==> config.mk <==
export PLATFORM = sky130hd
export DESIGN_NAME = instruction_fetch_unit_flat
export DESIGN_NICKNAME = d
export VERILOG_FILES = /design/src/rtl/instruction_fetch_unit_if.sv /design/src/rtl/instruction_fetch_unit.sv /design/src/flat_wrapper.sv
export SDC_FILE = /design/constraint.sdc
export NUM_CORES = 1
export LEC_CHECK = 0
export ABC_AREA = 1
export BUFFER_PORTS_ARGS = -buffer_cell sky130_fd_sc_hd__buf_2
export CAP_MARGIN = 20
export CORE_AREA = 2 2 205 207
export DETAILED_ROUTE_END_ITERATION = 6
export DIE_AREA = 0 0 207 209
export SYNTH_ARGS = -nofsm -noshare
export SYNTH_HDL_FRONTEND = slang
export SYNTH_SLANG_ARGS = --single-unit
==> constraint.sdc <==
create_clock -name clk -period 6.3 [get_ports clk]
set_clock_uncertainty 0.2 [all_clocks]
set_input_delay 0.945 -clock clk [delete_from_list [all_inputs] [get_ports clk]]
set_output_delay 0.945 -clock clk [all_outputs]
set_load 0.005 [all_outputs]
==> src/rtl/instruction_fetch_unit_if.sv <==
// instruction_fetch_unit_if: instruction-memory, redirect and decode-side signals of the fetch unit.
interface instruction_fetch_unit_if;
    logic        imem_req_valid;
    logic        imem_req_ready;
    logic [31:0] imem_addr;
    logic        imem_resp_valid;
    logic [31:0] imem_resp_data;
    logic        redirect_valid;
    logic [31:0] redirect_pc;
    logic        inst_valid;
    logic        inst_ready;
    logic [31:0] inst_data;
    logic [31:0] inst_pc;
    modport master (
        output imem_req_valid, imem_addr, inst_valid, inst_data, inst_pc,
        input  imem_req_ready, imem_resp_valid, imem_resp_data, redirect_valid, redirect_pc, inst_ready
    );
    modport slave (
        input  imem_req_valid, imem_addr, inst_valid, inst_data, inst_pc,
        output imem_req_ready, imem_resp_valid, imem_resp_data, redirect_valid, redirect_pc, inst_ready
    );
endinterface

==> src/rtl/instruction_fetch_unit.sv <==
// instruction_fetch_unit: PC owner, credit-limited fetch issue and in-order prefetch FIFO to decode.
// Defining IFETCH_PERF_COUNTERS_EN adds perf_fetched/perf_dropped counters.
module instruction_fetch_unit #(
    parameter logic [31:0] RESET_PC   = 32'h0000_0000,
    parameter int          FIFO_DEPTH = 4
) (
    input  logic clk,
    input  logic rst_n,
`ifdef IFETCH_PERF_COUNTERS_EN
    output logic [31:0] perf_fetched,
    output logic [31:0] perf_dropped,
`endif
    instruction_fetch_unit_if.master bus
);
    localparam int AW = $clog2(FIFO_DEPTH);
    localparam int CW = AW + 1;
    logic [31:0]   fetch_pc, resp_pc, hold_data, hold_pc;
    logic [31:0]   fifo_pc   [FIFO_DEPTH];
    logic [31:0]   fifo_data [FIFO_DEPTH];
    logic [AW-1:0] rd_ptr, wr_ptr;
    logic [CW-1:0] count, outstanding, drop;
    logic [CW:0]   in_use;
    logic          started, empty, fire, resp, keep, pop, unused_pc_bits;
    assign unused_pc_bits = ^bus.redirect_pc[1:0];
    assign empty  = count == '0;
    assign in_use = {1'b0, count} + {1'b0, outstanding};
    // Buffered plus in-flight fetches never exceed the FIFO, so a kept response always has room.
    assign bus.imem_req_valid = started && in_use < (CW+1)'(FIFO_DEPTH) && !bus.redirect_valid;
    assign bus.imem_addr      = fetch_pc;
    assign fire = bus.imem_req_valid && bus.imem_req_ready;
    assign resp = bus.imem_resp_valid;
    assign keep = resp && drop == '0 && !bus.redirect_valid;
    assign bus.inst_valid = !empty && !bus.redirect_valid;
    assign pop            = bus.inst_valid && bus.inst_ready;
    assign bus.inst_data  = empty ? hold_data : fifo_data[rd_ptr];
    assign bus.inst_pc    = empty ? hold_pc : fifo_pc[rd_ptr];
    always_ff @(posedge clk or negedge rst_n) begin
        if (!rst_n) begin
            started     <= 1'b0;
            fetch_pc    <= RESET_PC;
            resp_pc     <= RESET_PC;
            rd_ptr      <= '0;
            wr_ptr      <= '0;
            count       <= '0;
            outstanding <= '0;
            drop        <= '0;
            hold_data   <= '0;
            hold_pc     <= '0;
        end else begin
            started     <= 1'b1;
            outstanding <= outstanding + CW'(fire) - CW'(resp);
            if (pop) begin
                hold_data <= fifo_data[rd_ptr];
                hold_pc   <= fifo_pc[rd_ptr];
            end
            if (bus.redirect_valid) begin
                fetch_pc <= {bus.redirect_pc[31:2], 2'b00};
                resp_pc  <= {bus.redirect_pc[31:2], 2'b00};
                drop     <= outstanding - CW'(resp);
                rd_ptr   <= '0;
                wr_ptr   <= '0;
                count    <= '0;
            end else begin
                if (fire) fetch_pc <= fetch_pc + 32'd4;
                if (keep) resp_pc <= resp_pc + 32'd4;
                if (resp && drop != '0) drop <= drop - CW'(1);
                if (keep) wr_ptr <= wr_ptr + AW'(1);
                if (pop) rd_ptr <= rd_ptr + AW'(1);
                count <= count + CW'(keep) - CW'(pop);
            end
        end
    end
    always_ff @(posedge clk) begin
        if (keep) begin
            fifo_pc[wr_ptr]   <= resp_pc;
            fifo_data[wr_ptr] <= bus.imem_resp_data;
        end
    end
`ifdef IFETCH_PERF_COUNTERS_EN
    // Dropped = discarded responses plus entries flushed by a redirect.
    always_ff @(posedge clk or negedge rst_n) begin
        if (!rst_n) begin
            perf_fetched <= '0;
            perf_dropped <= '0;
        end else begin
            perf_fetched <= perf_fetched + 32'(keep);
            perf_dropped <= perf_dropped + 32'(resp && !keep) + (bus.redirect_valid ? 32'(count) : 32'd0);
        end
    end
`endif
endmodule

==> src/flat_wrapper.sv <==
// flat-port wrapper written by rule: the top's interface ports become plain ports
module instruction_fetch_unit_flat 
#(
    parameter logic [31:0] RESET_PC   = 32'h0000_0000,
    parameter int          FIFO_DEPTH = 4
)
  (clk, rst_n, bus_imem_req_valid, bus_imem_addr, bus_inst_valid, bus_inst_data, bus_inst_pc, bus_imem_req_ready, bus_imem_resp_valid, bus_imem_resp_data, bus_redirect_valid, bus_redirect_pc, bus_inst_ready);
  instruction_fetch_unit_if bus_i ();
  input  logic clk;
  input  logic rst_n;
  output wire logic [$bits(bus_i.imem_req_valid)-1:0] bus_imem_req_valid;
  output wire logic [$bits(bus_i.imem_addr)-1:0] bus_imem_addr;
  output wire logic [$bits(bus_i.inst_valid)-1:0] bus_inst_valid;
  output wire logic [$bits(bus_i.inst_data)-1:0] bus_inst_data;
  output wire logic [$bits(bus_i.inst_pc)-1:0] bus_inst_pc;
  input wire logic [$bits(bus_i.imem_req_ready)-1:0] bus_imem_req_ready;
  input wire logic [$bits(bus_i.imem_resp_valid)-1:0] bus_imem_resp_valid;
  input wire logic [$bits(bus_i.imem_resp_data)-1:0] bus_imem_resp_data;
  input wire logic [$bits(bus_i.redirect_valid)-1:0] bus_redirect_valid;
  input wire logic [$bits(bus_i.redirect_pc)-1:0] bus_redirect_pc;
  input wire logic [$bits(bus_i.inst_ready)-1:0] bus_inst_ready;
  assign bus_imem_req_valid = bus_i.imem_req_valid;
  assign bus_imem_addr = bus_i.imem_addr;
  assign bus_inst_valid = bus_i.inst_valid;
  assign bus_inst_data = bus_i.inst_data;
  assign bus_inst_pc = bus_i.inst_pc;
  assign bus_i.imem_req_ready = bus_imem_req_ready;
  assign bus_i.imem_resp_valid = bus_imem_resp_valid;
  assign bus_i.imem_resp_data = bus_imem_resp_data;
  assign bus_i.redirect_valid = bus_redirect_valid;
  assign bus_i.redirect_pc = bus_redirect_pc;
  assign bus_i.inst_ready = bus_inst_ready;
  instruction_fetch_unit #(.RESET_PC(RESET_PC), .FIFO_DEPTH(FIFO_DEPTH)) u_core (.clk(clk), .rst_n(rst_n), .bus(bus_i));
endmodule
* Word level (Yosys, flattened, before mapping)
Memories as Yosys holds them, arrays and structs flattened. Index checks and enable logic that the tools add are counted.
Storage, ports and cells: register bits after elaboration 142, bits in latches 0, bits in writable memories 256, ROM bits 0, output and inout bits 98, memories 2
Operators by class: $add $sub $neg 11, multipliers 0, div/mod/pow operators 0, order comparisons 1, eq/ne operators 0, shift operators 0, mux-type cells 15, bitwise gates (word level) 0, reduce and logical (&&, ||, !) cells 17
Memory list:
- u_core.fifo_data | words 4, width 32, rd ports 1, clocked after memory_dff 0, write ports 1, RTL line instruction_fetch_unit.sv:19 | logic [31:0] fifo_data [FIFO_DEPTH];
- u_core.fifo_pc | words 4, width 32, rd ports 1, clocked after memory_dff 0, write ports 1, RTL line instruction_fetch_unit.sv:18 | logic [31:0] fifo_pc [FIFO_DEPTH];
Operators with widths (number):
- 32-bit 2-to-1 mux | 6
- 32-bit by 3-bit adder with 32-bit output, second input constant | 2
- 3-bit 2-to-1 mux | 3
- 3-bit by 1-bit subtractor with 3-bit output | 3
- 1-bit logical AND | 8
- 2-bit 2-to-1 mux | 4
- 2-bit nonzero test | 4
- 3-bit by 1-bit adder with 3-bit output | 2
- 3-bit zero test | 2
- 2-bit by 1-bit adder with 2-bit output, second input constant | 2
- 3-bit by 3-bit adder with 4-bit output | 1
- 4-bit by 3-bit < comparator with 1-bit output, second input constant | 1
- 3-bit nonzero test | 1
- 3-bit by 1-bit subtractor with 3-bit output, second input constant | 1
- 1-bit zero test | 2
- 1-bit 2-to-1 mux | 2

* Logic depth before layout (Yosys ltp)
Gate-level depths: netlist (run 1).
word-level depth 7, gate-level depth with buffers 11, gate-level depth less buffers 11

* Worst setup path after synthesis (run 1)
OpenSTA, ideal clock, no wires.
path type input port to flip-flop, start point in bus_redirect_valid, end point mem u_core.fifo_data[0][0] (enable), library setup time 482 ps, data arrival time 4074 ps, slack 1544 ps, stages on the path 4, buffers on the path 1, path through buf_6 > nor2_1 > inv_1 > nor2_1
On the way: word-level cells in the longest chain between the ends 4
RTL lines:
- start, declared | RTL line flat_wrapper.sv:19 | input wire logic [$bits(bus_i.redirect_valid)-1:0] bus_redirect_valid;
- 1-bit zero test | RTL line instruction_fetch_unit.sv:32 | assign keep = resp && drop == '0 && !bus.redirect_valid;
- 1-bit logical AND | RTL line instruction_fetch_unit.sv:32
- 1-bit 2-to-1 mux | RTL line instruction_fetch_unit.sv:74 | if (keep) begin
- 1-bit 2-to-1 mux (not written as such) | RTL line instruction_fetch_unit.sv:76 | fifo_data[wr_ptr] <= bus.imem_resp_data;
- end, declared | RTL line instruction_fetch_unit.sv:19
No other way between the ends.

* Worst setup path in the final report (run 1)
start point reg u_core.rd_ptr[0], end point out bus_inst_data[17]
On the way: word-level cells in the longest chain between the ends 2
RTL lines:
- start, declared | RTL line instruction_fetch_unit.sv:20 | logic [AW-1:0] rd_ptr, wr_ptr;
- start signal, assigned | RTL line instruction_fetch_unit.sv:68 | if (pop) rd_ptr <= rd_ptr + AW'(1);
- memory read 4 x 32 bit
- 32-bit 2-to-1 mux | RTL line instruction_fetch_unit.sv:35 | assign bus.inst_data = empty ? hold_data : fifo_data[rd_ptr];
- end, declared | RTL line flat_wrapper.sv:14 | output wire logic [$bits(bus_i.inst_data)-1:0] bus_inst_data;
No other way between the ends.

==> impl_metrics.env, run 1 <==
export IMPL_num_vias=12810
export IMPL_hold_path_class="reg2reg"
export IMPL_yosys_warnings=0
export IMPL_clk_path_buf_depth=3
export IMPL_place_area_sq_mm=0.01864
export IMPL_cts_tree="yes"
export IMPL_drc=0
export IMPL_synth_ff_latch_count=384
export IMPL_drive_gt1_frac=0.1423
export IMPL_drv_cap=0
export IMPL_path_buf_inv=4
export IMPL_cts_buffers=42
export IMPL_critical_path_slowest_cell="dfrtp_4"
export IMPL_gr_usage_met1=0.2809
export IMPL_antenna_cells=0
export IMPL_postLayoutCellArea_sq_mm=0.02018
export IMPL_min_period_over_period=0.6855
export IMPL_critical_path_top_delay_family="buffers and inverters"
export IMPL_tns_ns=0
export IMPL_place_port_buffers=161
export IMPL_floorplan_rows=75
export IMPL_crit_chain="clkinv_2, buf_16, buf_4, o21ai_0, o22ai_1, nand2_1, o21ai_0, buf_2"
export IMPL_cts_sink_count=384
export IMPL_outcome="finished clean"
export IMPL_grt_pass1_wl_um=68300
export IMPL_stdcell_count=2499
export IMPL_grt_start_max_net_pins=90
export IMPL_utilization=0.4887
export IMPL_syn_area_per_cell_sq_um=9.723
export IMPL_grt_pass1_vias=12410
export IMPL_cts_hold_buf=0
export IMPL_post_cts_buffers=0
export IMPL_grt_overflow=0
export IMPL_wl_per_cell_um=17.05
export IMPL_end_kind="output pin"
export IMPL_h_tree_depth=2
export IMPL_final_net_count=2014
export IMPL_placed_cells=2419
export IMPL_arrival_ns=3.17
export IMPL_grt_usage=0.1976
export IMPL_top_usage_layer="met2"
export IMPL_dp_hpwl_um=26240
export IMPL_synth_ff_type="edfxtp_1"
export IMPL_clk_latency_ns=0.55
export IMPL_die_width_um=207
export IMPL_initial_core_util=0.4208
export IMPL_antenna_found_initial=0
export IMPL_ys_seq_area_frac=0.6245
export IMPL_grt_use_met3=0.02976
export IMPL_power_per_cell_area_mw_per_mm2=418.2
export IMPL_dr_pass1_iters=5
export IMPL_dieHeight_um=209
export IMPL_num_io_pins=168
export IMPL_path_clk_slew_ns=0.06
export IMPL_final_hold_viol_count=0
export IMPL_period_minus_slack_ns=4.319
export IMPL_core_area_sq_mm=0.04129
export IMPL_ant_nets=0
export IMPL_max_stage_delay_ns=0.83
export IMPL_timing_fmax_ghz=0.2316
export IMPL_drtIter0Drc=909
export IMPL_crit_type="reg2out"
export IMPL_rsz0062_at_grt="no"
export IMPL_vias_per_cell=5.126
export IMPL_ctsRootBufferMaster="clkbuf_16"
export IMPL_synth_area_sq_mm=0.01738
export IMPL_gp_congestion=0.8838
export IMPL_synth_edf_count=248
export IMPL_ys_async_sr_fraction=0.3542
export IMPL_crit_required_ns=5.15
export IMPL_wirelength_um=42600
export IMPL_crit_fanout=62
export IMPL_maxSlewViolCount=0
export IMPL_start_kind="register"
export IMPL_worstMarginPinSlew_ns=1.014
export IMPL_syn_inst=1787
export IMPL_p_leak_nw=8.128
export IMPL_dieArea_sq_mm=0.04326
export IMPL_peakVddDrop_mv=0.2154
export IMPL_met2_usage=0.3184
export IMPL_cts_resized=0
export IMPL_synth_cell_types=38
export IMPL_fill_cells=3800
export IMPL_max_slew_margin=0.3225
export IMPL_finalPower_mw=8.439
export IMPL_syn_to_final_growth_pct=16.14
export IMPL_final_setup_viol_count=0
export IMPL_critPathMostFrequentCell="o21ai_0"
## Yosys cell counts, types with 3 or more instances
library cell | instances | area [sq um]
a21oi_1 | 5 | 25.02
buf_2 | 17 | 85.08
buf_4 | 6 | 45.04
buf_6 | 4 | 45.04
clkbuf_1 | 60 | 225.2
clkinv_1 | 17 | 63.81
dfrtp_1 | 136 | 3403
edfxtp_1 | 248 | 7447
ha_1 | 16 | 200.2
inv_1 | 148 | 555.5
inv_2 | 3 | 11.26
nand2_1 | 400 | 1501
nand2_2 | 4 | 25.02
nand3_1 | 69 | 345.3
nand3_2 | 12 | 120.1
nand3b_1 | 7 | 52.55
nand4_1 | 11 | 68.82
nor2_1 | 209 | 784.5
nor2_2 | 3 | 18.77
nor3_1 | 13 | 65.06
nor3_4 | 3 | 48.80
o211ai_1 | 8 | 60.06
o21ai_0 | 276 | 1381
o21ai_1 | 9 | 45.04
o221ai_1 | 3 | 26.28
o22ai_1 | 62 | 387.9
xnor2_1 | 11 | 96.34
xor2_1 | 13 | 113.9
## kinds of logic (layout without fill, tap and decap cells)
group,count (synthesis),in the layout,share of synthesized area
flip-flops,384,384,0.6245
XOR/XNOR,24,24,0.01210
AND/OR/NAND/NOR,737,737,0.1776
AO/OA/AOI/OAI,366,366,0.1120
other,2,5,0.0004322
buffers and inverters,256,426,0.05955
adder cells (fa/ha/maj),18,18,0.01383
## routing by layer
metal | part of all wire | wire [um]
met1 | 0.47 | 20070
met2 | 0.45 | 19370
met3 | 0.053 | 2262
met4 | 0.021 | 904
met5 | 0 | 0
## registers in the layout (all words and copies together), names as in the netlist
signal	flops
u_core.bus.imem_addr	30
u_core.rd_ptr	2
u_core.started	1
u_core.resp_pc	30
u_core.hold_data	32
u_core.count	3
u_core.wr_ptr	2
u_core.fifo_pc	120
u_core.outstanding	3
u_core.hold_pc	30
u_core.drop	3
u_core.fifo_data	128
## power by group
part           switching (mW)  internal [mW]  total (mW)
registers               0.282           3.07        3.35
clock network           0.972           1.63        2.60
logic                    1.57          0.913        2.48
## cells in the final DEF, fill, tap and decap left out, drive strengths merged
master	n
fa	2
clkinvlp	1
buf	180
bufinv	6
conb	5
edfxtp	248
a31oi	2
nand2	404
nand3	81
clkinv	27
o211ai	8
clkbuf	63
nor4	1
nor3b	1
and2	1
or2	3
inv	149
xnor2	11
nand3b	7
ha	16
o22ai	62
dfrtp	136
o221ai	3
nor3	16
a21oi	5
nand4	11
o21bai	1
nor2	212
o21ai	285
xor2	13
## stage by stage
stage / setup WS [ns] / hold WS [ns]
2_1_floorplan: 1.544 / 0.2687
3_3_place_gp: 1.924 / 0.2919
3_5_place_dp: 1.897 / 0.2972
4_1_cts: 1.302 / 0.3060
5_1_grt: 1.714 / 0.3194
6_report: 1.981 / 0.3073
## cell type report
class	instances	area, sq um	share of cell area
Multi-Input combinational cell	1150	5537	0.2744
Tap cell	539	674.4	0.03342
Inverter	168	633.1	0.03137
Sequential cell	384	10850	0.5379
Clock inverter	15	222.7	0.01104
Timing Repair Buffer	180	994.7	0.04929
Clock buffer	63	1264	0.06262
## path summary, 6_finish.rpt
path | endpoint | slack, ns | depth (start not counted) | startpoint
hold reg to reg | u_core.outstanding[2] | 0.31 | 1 | u_core.outstanding[1]
min in group asynchronous | u_core.hold_data[27] | 0.34 | 1 | rst_n
max in group asynchronous | u_core.bus.imem_addr[25] | 4.36 | 2 | rst_n
hold / removal | u_core.outstanding[2] | 0.31 | 1 | u_core.outstanding[1]
setup reg to reg | u_core.fifo_data[0][9] | 3.12 | 8 | u_core.drop[0]
setup / recovery | bus_inst_data[17] | 1.98 | 8 | u_core.rd_ptr[0]
No activity file was read; power rests on OpenSTA's default activity.
==> run 2: changes to the inputs <==
clock period = 4.35 ns   (was 6.3 ns; I/O delays follow)
==> impl_metrics.env, run 2 (same netlist as run 1, synthesis figures left out) <==
export IMPL_fill_cells=3833
export IMPL_drv_cap=0
export IMPL_finalPower_mw=11.98
export IMPL_drc=0
export IMPL_critical_path_slowest_cell="clkinv_1"
export IMPL_grt_use_met3=0.02645
export IMPL_arrival_ns=2.75
export IMPL_h_tree_depth=2
export IMPL_cts_buffers=42
export IMPL_r2r_end="u_core.fifo_data[2][5]"
export IMPL_stdcell_count=2510
export IMPL_top_usage_layer="met2"
export IMPL_reg_top3="u_core.fifo_data: 128 flops, u_core.fifo_pc: 120 flops, u_core.hold_data: 32 flops"
export IMPL_regArea_sq_mm=0.01085
export IMPL_dieHeight_um=209
export IMPL_path_buf_inv=3
export IMPL_final_hold_viol_count=0
export IMPL_die_width_um=207
export IMPL_placed_cells=2432
export IMPL_num_io_pins=168
export IMPL_worstMarginPinSlew_ns=0.9235
export IMPL_final_setup_viol_count=0
export IMPL_timing_hold_ws_ns=0.1118
export IMPL_gr_usage_met1=0.2711
export IMPL_largest_reg_flops=128
export IMPL_crit_required_ns=3.50
export IMPL_crit_fanout=29
export IMPL_final_common_cell="nand2_1"
export IMPL_grt_usage=0.1976
export IMPL_r2r_setup_slack_ns=1.55
export IMPL_mostFrequentLayoutCells="nand2_1, o21ai_0, edfxtp_1"
export IMPL_wl_per_cell_um=17.18
export IMPL_vias_per_cell=5.106
export IMPL_start_kind="register"
export IMPL_grt_overflow=0
export IMPL_critical_path_top_delay_family="buffers and inverters"
export IMPL_final_net_count=2026
export IMPL_drtIter0Drc=868
export IMPL_floorplan_rows=75
export IMPL_cts_sink_count=384
export IMPL_r2r_start="u_core.drop[0]"
export IMPL_crit_chain="clkinv_1, buf_4, o21ai_0, o22ai_1, nand2_1, o21ai_0, buf_2"
export IMPL_timing_fmax_ghz=0.2780
export IMPL_place_port_buffers=161
export IMPL_cts_tree="yes"
export IMPL_power_per_cell_area_mw_per_mm2=593.1
export IMPL_num_vias=12820
export IMPL_grt_pass1_vias=12390
export IMPL_grt_start_max_net_pins=80
export IMPL_rsz0062_at_grt="no"
export IMPL_dr_pass1_iters=5
export IMPL_dp_hpwl_um=27160
export IMPL_crit_type="reg2out"
export IMPL_gp_congestion=0.8541
export IMPL_initial_core_util=0.4208
export IMPL_ctsRootBufferMaster="clkbuf_16"
export IMPL_post_cts_buffers=0
export IMPL_cp_endpoint="bus_inst_data[29]"
export IMPL_max_slew_margin=0.3806
export IMPL_crit_cells=7
export IMPL_tns_ns=0
export IMPL_min_period_over_period=0.8270
export IMPL_peakVddDrop_mv=0.2896
export IMPL_period_minus_slack_ns=3.598
export IMPL_r2r_cells=8
export IMPL_top_register="u_core.fifo_data"
export IMPL_end_kind="output pin"
export IMPL_grt_pass1_wl_um=67390
export IMPL_clk_path_buf_depth=3
export IMPL_met2_usage=0.3237
export IMPL_path_clk_slew_ns=0.05
export IMPL_antenna_found_initial=2
export IMPL_critPathMostFrequentCell="o21ai_0"
export IMPL_drive_gt1_frac=0.1442
export IMPL_max_stage_delay_ns=0.73
export IMPL_core_area_sq_mm=0.04129
export IMPL_hold_path_class="in2reg"
export IMPL_maxSlewViolCount=0
export IMPL_dieArea_sq_mm=0.04326
export IMPL_ant_nets=0
export IMPL_wirelength_um=43130
export IMPL_cp_startpoint="u_core.rd_ptr[1]"
export IMPL_multi_input_area_sq_mm=0.005537
export IMPL_outcome="finished clean"
export IMPL_p_leak_nw=8.135
export IMPL_clk_latency_ns=0.56
export IMPL_syn_to_final_growth_pct=16.25
run 2: layer usage:
metal	up-vias	part of all wire
met5	-	0
met4	0	0.027
met3	66	0.054
met2	348	0.47
met1	6094	0.45
li1	6307	-
run 2: how the worst min path moves through the flow:
stage | slack [ns] | endpoint | startpoint | cells after the start
finish | 0.11 | u_core.fifo_data[2][8] | bus_imem_resp_data[8] | 1
detailed placement | 0.29 | u_core.outstanding[2] | u_core.outstanding[1] | 1
floorplan | 0.16 | u_core.bus.imem_addr[10] | rst_n | 0
CTS | 0.08 | u_core.fifo_data[0][9] | bus_imem_resp_data[9] | 1
global placement | 0.29 | u_core.outstanding[2] | u_core.outstanding[1] | 1
global route | 0.1 | u_core.fifo_data[0][9] | bus_imem_resp_data[9] | 1
run 2: where the power goes:
| group | leakage [nW] | switching (mW) | internal (mW) | total (mW) |
|---|---|---|---|---|
| clock | 0.662 | 1.40 | 2.10 | 3.51 |
| sequential | 3.89 | 0.388 | 4.45 | 4.84 |
| combinational | 3.58 | 2.31 | 1.33 | 3.64 |
run 2: timing repair:
action | 4_1_cts | 5_1_grt
hold buffers | 1 | 0
hold endpoints to repair | 63 | 0
gates resized for setup | 0 | 0
endpoints found under the setup margin | 0 | 0
run 2: worst reg2reg max path, delay by kind of cell (launching register included):
kind                     cells  cell delay, ns
buffers and inverters        4            0.98
AND/OR/NAND/NOR              3            0.76
flip-flops                   1            0.38
adder cells (fa/ha/maj)      1            0.17
run 2: stage by stage:
| step | utilization | setup slack, ns | cell area, sq um |
|---|---|---|---|
| after global routing | 0.4892 | 0.5608 | 20200 |
| after floorplan | - | -0.1139 | 17390 |
| after detailed placement | 0.4562 | 1.290 | 18840 |
| after global placement | 0.4562 | 1.314 | 18840 |
| after CTS | 0.4892 | 0.6873 | 20200 |
| final | 0.4892 | 0.7524 | 20200 |
run 2: area by class of cell:
type / instances / share of cell area
Clock inverter: 18 / 0.009353
Sequential cell: 384 / 0.5374
Timing Repair Buffer: 192 / 0.05680
Antenna cell: 1 / 0.0001239
Tap cell: 539 / 0.03339
Inverter: 168 / 0.03134
Multi-Input combinational cell: 1150 / 0.2741
Clock buffer: 58 / 0.05754
